--- src/rtl/bcd_display_driver.sv ---
// Sequential binary-to-BCD (double-dabble) converter driving active-low 7-segment digits.
// Optional leading-zero blanking: define DISP_LZ_BLANK_EN.
module bcd_display_driver #(
  parameter int unsigned WIDTH  = 20,
  parameter int unsigned DIGITS = 6
) (
  input  logic                clk,
  input  logic                rst_n,
  input  logic                start,
  input  logic [WIDTH-1:0]    value,
  output logic                busy,
  output logic                done,
  output logic                overflow,
  output logic [8*DIGITS-1:0] seg
);

  localparam int unsigned BCD_W = 4 * DIGITS;
  localparam int unsigned SEG_W = 8 * DIGITS;
  localparam int unsigned CNT_W = $clog2(WIDTH + 1);
  localparam int unsigned VAL_W = WIDTH + 1;

  function automatic longint unsigned pow10(input int unsigned n);
    longint unsigned p;
    p = 64'd1;
    for (int unsigned i = 0; i < n; i++) p = p * 64'd10;
    return p;
  endfunction

  // Largest displayable value; unreachable bounds disable the overflow flag
  localparam longint unsigned LIMIT   = pow10(DIGITS) - 64'd1;
  localparam bit              REACH   = (LIMIT < (64'd1 << WIDTH));
  localparam logic [VAL_W-1:0] MAX_VAL = REACH ? VAL_W'(LIMIT) : {VAL_W{1'b1}};

  function automatic logic [7:0] seg_of(input logic [3:0] d);
    case (d)
      4'd0:    return 8'hC0;
      4'd1:    return 8'hF9;
      4'd2:    return 8'hA4;
      4'd3:    return 8'hB0;
      4'd4:    return 8'h99;
      4'd5:    return 8'h92;
      4'd6:    return 8'h82;
      4'd7:    return 8'hF8;
      4'd8:    return 8'h80;
      4'd9:    return 8'h90;
      default: return 8'hFF;
    endcase
  endfunction

  typedef enum logic [1:0] {
    S_IDLE   = 2'd0,
    S_SHIFT  = 2'd1,
    S_ENCODE = 2'd2
  } state_e;

  state_e             state_q, state_d;
  logic [WIDTH-1:0]   bin_q, bin_d;
  logic [BCD_W-1:0]   bcd_q, bcd_d;
  logic [CNT_W-1:0]   cnt_q, cnt_d;
  logic               ovf_q, ovf_d;
  logic               busy_q, busy_d;
  logic               done_q, done_d;
  logic               overflow_q, overflow_d;
  logic [SEG_W-1:0]   seg_q, seg_d;
  logic [BCD_W-1:0]   bcd_adj;
  logic [SEG_W-1:0]   seg_enc;

  always_ff @(posedge clk or negedge rst_n) begin
    if (!rst_n) begin
      state_q    <= S_IDLE;
      bin_q      <= '0;
      bcd_q      <= '0;
      cnt_q      <= '0;
      ovf_q      <= 1'b0;
      busy_q     <= 1'b0;
      done_q     <= 1'b0;
      overflow_q <= 1'b0;
      seg_q      <= {SEG_W{1'b1}};
    end else begin
      state_q    <= state_d;
      bin_q      <= bin_d;
      bcd_q      <= bcd_d;
      cnt_q      <= cnt_d;
      ovf_q      <= ovf_d;
      busy_q     <= busy_d;
      done_q     <= done_d;
      overflow_q <= overflow_d;
      seg_q      <= seg_d;
    end
  end

  // Add-3 correction applied to every nibble before each shift
  always_comb begin
    bcd_adj = bcd_q;
    for (int k = 0; k < int'(DIGITS); k++) begin
      if (bcd_q[4*k +: 4] >= 4'd5) bcd_adj[4*k +: 4] = bcd_q[4*k +: 4] + 4'd3;
    end
  end

  // Digit patterns from the finished BCD register
  always_comb begin
    seg_enc = {SEG_W{1'b1}};
`ifdef DISP_LZ_BLANK_EN
    begin
      logic lead;
      lead = 1'b1;
      for (int k = int'(DIGITS) - 1; k >= 0; k--) begin
        if ((bcd_q[4*k +: 4] != 4'd0) || (k == 0)) lead = 1'b0;
        seg_enc[8*k +: 8] = lead ? 8'hFF : seg_of(bcd_q[4*k +: 4]);
      end
    end
`else
    for (int k = 0; k < int'(DIGITS); k++) begin
      seg_enc[8*k +: 8] = seg_of(bcd_q[4*k +: 4]);
    end
`endif
  end

  always_comb begin
    state_d    = state_q;
    bin_d      = bin_q;
    bcd_d      = bcd_q;
    cnt_d      = cnt_q;
    ovf_d      = ovf_q;
    busy_d     = busy_q;
    done_d     = 1'b0;
    overflow_d = overflow_q;
    seg_d      = seg_q;
    case (state_q)
      S_IDLE: begin
        busy_d = 1'b0;
        if (start) begin
          bin_d   = value;
          bcd_d   = '0;
          ovf_d   = REACH && ({1'b0, value} > MAX_VAL);
          cnt_d   = CNT_W'(WIDTH);
          busy_d  = 1'b1;
          state_d = S_SHIFT;
        end
      end
      S_SHIFT: begin
        bcd_d = {bcd_adj[BCD_W-2:0], bin_q[WIDTH-1]};
        bin_d = bin_q << 1;
        cnt_d = cnt_q - CNT_W'(1);
        if (cnt_q == CNT_W'(1)) state_d = S_ENCODE;
      end
      S_ENCODE: begin
        seg_d      = ovf_q ? {DIGITS{8'hBF}} : seg_enc;
        overflow_d = ovf_q;
        done_d     = 1'b1;
        busy_d     = 1'b0;
        state_d    = S_IDLE;
      end
      default: begin
        busy_d  = 1'b0;
        state_d = S_IDLE;
      end
    endcase
  end

  assign busy     = busy_q;
  assign done     = done_q;
  assign overflow = overflow_q;
  assign seg      = seg_q;

endmodule

--- config.mk ---
export PLATFORM = sky130hd
export DESIGN_NAME = bcd_display_driver
export DESIGN_NICKNAME = d
export VERILOG_FILES = /design/src/rtl/bcd_display_driver.sv
export SDC_FILE = /design/constraint.sdc
export NUM_CORES = 1
export LEC_CHECK = 0
export CAP_MARGIN = 20
export CORE_MARGIN = 2
export CORE_UTILIZATION = 45
export CTS_CLUSTER_DIAMETER = 150
export DETAILED_ROUTE_END_ITERATION = 7
export HOLD_SLACK_MARGIN = 0.05
export PLACE_DENSITY = 0.71
export SYNTH_ARGS = -nofsm -noshare
export SYNTH_HDL_FRONTEND = slang
export SYNTH_SLANG_ARGS = --single-unit
--- constraint.sdc ---
create_clock -name clk -period 1.6 [get_ports clk]
set_input_delay 0.32 -clock clk [delete_from_list [all_inputs] [get_ports clk]]
set_output_delay 0.32 -clock clk [all_outputs]
set_load 0.005 [all_outputs]
==> impl_results.md <==
* Run status: finished, final reports clean
* H-tree depth at 3
* Post-DP HPWL at 8300 um
* Post-route cell area at approximately 6600 um2
* Tmin final at 1.549 ns
* CTS tree: built
* Routed Antenna Nets at 0
* Power Total at 14.10 mW
* M1 WL at about 5500 um
* Clock Sinks at 97
* Worst Setup Start Kind: flip-flop
* Met3 WL at 397 um
* Power density cells at 2138 nW/um2
* Pleak at 2.976 nW
* First-pass GRT wire length at 20290 um
* Clock share of power at 16.3%
* Vias in the first global route at 4365
* Worst reg2reg path depth at 5
* Top routing layer in use: met4
* CP cell instances: ha_1, nand2b_1, a21oi_2, mux2_2, o21ai_0
* Die W at 111.5 um
* Crit path buffers/inverters at 0
* Initial core utilization at a little under half
* Worst Path Arrival at 1.82 ns
* Fraction of layout cells with a size suffix above 1 at 18.65%
* Synth Instances at between 500 and 600
* CORE AREA at 11320 um2
* Hold WS at 0.4336 ns
* Clock buffer depth at 2
* Post-synth top flop: dfrtp_1
* Total wire length at about 12000 um
* Area leader, netlist: dfrtp_1
* Clk_skew at roughly 0.0066 ns
* Drt via density at 5.382
* Post-DP Area at about 6300 um2
* Syn avg cell area at around 9.2 um2
* Maxcap violations at 0
* Root buffer cell: clkbuf_16
* Fillers at 1013
* Die Span Y at between 100 and 150 um
* Synthesized area at 5196 um2
* Setup CP Type: flip-flop to flip-flop
* Comb pwr share at 48.7%
* Grt ovf at 0
* Crit. End Element: flip-flop
* Fin. max-slew vios at 0
* Post-synth top area share at 26.49%
* Worst Hold Class: primary input to async pin
* CTS clock-pin slew for the worst setup and hold paths at 0.06 ns
* Number of buffers created by CTS at 9
* DR pass1 iterations at 4
* Inserted Diodes at 0
* F_max at 0.6457 GHz
* Row count at 39
* Number of library cell types mapped by synthesis at 45
* Sw frac at 38.32%
* NetSw at 5.403 mW
* Crit path required time at 1.88 ns
* Flop pwr share at 35.1%
* DR WL met2 at approximately 5700 um
* Final hold violation count at 0
* Die Area at around 12000 um2
* DRC violations left at 0
* Initial drt markers at ~180
* Initial antenna violation count at 0
* Nets at 715
* Most frequent cell after synthesis: nand2_1
* Register area share after synthesis at 47.72%
* FFs w/ async S/R, synth at 100.0%
* Largest cells by area after synthesis: dfrtp_1 (26%), dfstp_2 (21%), ha_1 (7.7%)
* Final Util at 58.26%
* Final Cycle Share at 96.79%
* Setup TNS at 0 ns
* CP max-delay cell: dfrtp_1
* Crit path depth at 5
* Post-synth top cells: nand2_1 (79), o21ai_0 (57), dfrtp_1 (55)
* Area Overhead vs Synth at 26.92%
* P_int at 8.697 mW
* CP Max Fanout at 3
* I/O pin total at 74
* # setup viols final at 0
* CP max stage delay at 0.41 ns
* Synthesized flop and latch total at 97
* Number of synthesized flops with an enable pin at 0
* Total Routing Usage GR at between 10% and 20%
* Worst-Skew Late Latency at 0.35 ns
* Wire per inst at 14.55 um
* Maximum VDD drop at 0.7995 mV
* CP top delay family: flip-flops
* Gpl congestion at 0.8593
* Pin count of the biggest net entering global routing at 37
* YS warnings at 0
* Port bufs at 67
* Via Count at 4349
-- placed cells by master, fill, tap and decap left out, types with 3 or more instances in the layout --
master	count
a21oi_1	38
a21oi_2	5
a22o_1	4
a22oi_1	19
a31oi_1	6
buf_12	3
buf_4	47
clkbuf_16	9
clkdlybuf4s50_1	24
clkinvlp_4	3
conb_1	6
dfrtp_1	53
dfstp_2	42
dlygate4sd2_1	42
ha_1	30
inv_1	25
mux2i_1	6
nand2_1	79
nand2b_1	9
nand3_1	22
nor2_1	51
nor3_1	4
nor3b_1	5
o21ai_0	55
o221ai_1	5
o22a_1	14
o311ai_0	5
or3_1	5
xnor2_1	10
-- area by class of cell --
type / instances / area [um2] / area share [%]
Clock inverter: 7 / 95.09 / 1.442
Sequential cell: 97 / 2482 / 37.64
Tap cell: 143 / 178.9 / 2.713
Inverter: 28 / 105.1 / 1.594
Multi-Input combinational cell: 407 / 2477 / 37.56
Timing Repair Buffer: 117 / 1031 / 15.63
Clock buffer: 9 / 225.2 / 3.415
-- flip-flops by register name (all words and copies together), names as in the netlist --
name and cells:
bcd_q 24, bin_q 20, busy 1, cnt_q 5, done 1, overflow 1, ovf_q 1, seg 42
state_q 2
-- per-stage QoR --
step / setup WS [ns] / instances
3_3_place_gp: -0.03308 / 788
6_report: 0.05135 / 808
5_1_grt: -0.004353 / 808
4_1_cts: 0.003455 / 805
2_1_floorplan: 0.007526 / 570
3_5_place_dp: -0.05616 / 788
-- routing by layer --
metal / vias to the layer above / track usage, %
met3: 12 / 3.375
met1: 2117 / 25.94
li1: 2150 / -
met5: - / 0
met4: 0 / 6.667
met2: 70 / 34.07
-- cell families (layout without fill, tap and decap cells) --
| kind of cell | after synthesis | after routing | synth area share (%) |
|---|---|---|---|
| simple gates | 185 | 185 | 15.72 |
| buf+inv | 66 | 161 | 5.610 |
| compound gates | 164 | 164 | 19.55 |
| mux | 8 | 8 | 1.589 |
| fa+ha+maj | 32 | 32 | 7.705 |
| other cells | 1 | 6 | 0.07217 |
| xor+xnor | 12 | 12 | 2.023 |
| flops | 97 | 97 | 47.72 |
-- power groups by stage --
| stage | sequential (mW) | clock [mW] | combinational, mW |
|---|---|---|---|
| after floorplan | 4.77 | 0 | 4.43 |
| after global placement | 4.93 | 0 | 6.84 |
| after detailed placement | 4.98 | 0 | 7.05 |
| after CTS | 4.94 | 2.35 | 6.78 |
| after global routing | 5.14 | 2.46 | 7.77 |
| final | 4.94 | 2.30 | 6.86 |
-- repair_timing --
action | CTS | global route
hold buffers | 1 | 0
endpoints found under the hold margin | 8 | 0
pin swaps | 0 | 1
buffers inserted | 0 | 3
gates resized for setup | 43 | 12
endpoints found under the setup margin | 43 | 16
-- path summary, 6_finish.rpt --
check                         start        to  slack, ns
setup reg to reg           bcd_q[0]  bcd_q[2]       0.05
min in group clk             seg[2]    seg[2]       0.48
hold / removal                rst_n      done       0.43
setup / recovery           bcd_q[0]  bcd_q[2]       0.05
hold reg to reg              seg[2]    seg[2]       0.48
max in group asynchronous     rst_n   seg[19]       0.53
Note: power is estimated with default switching activity, not from simulation.
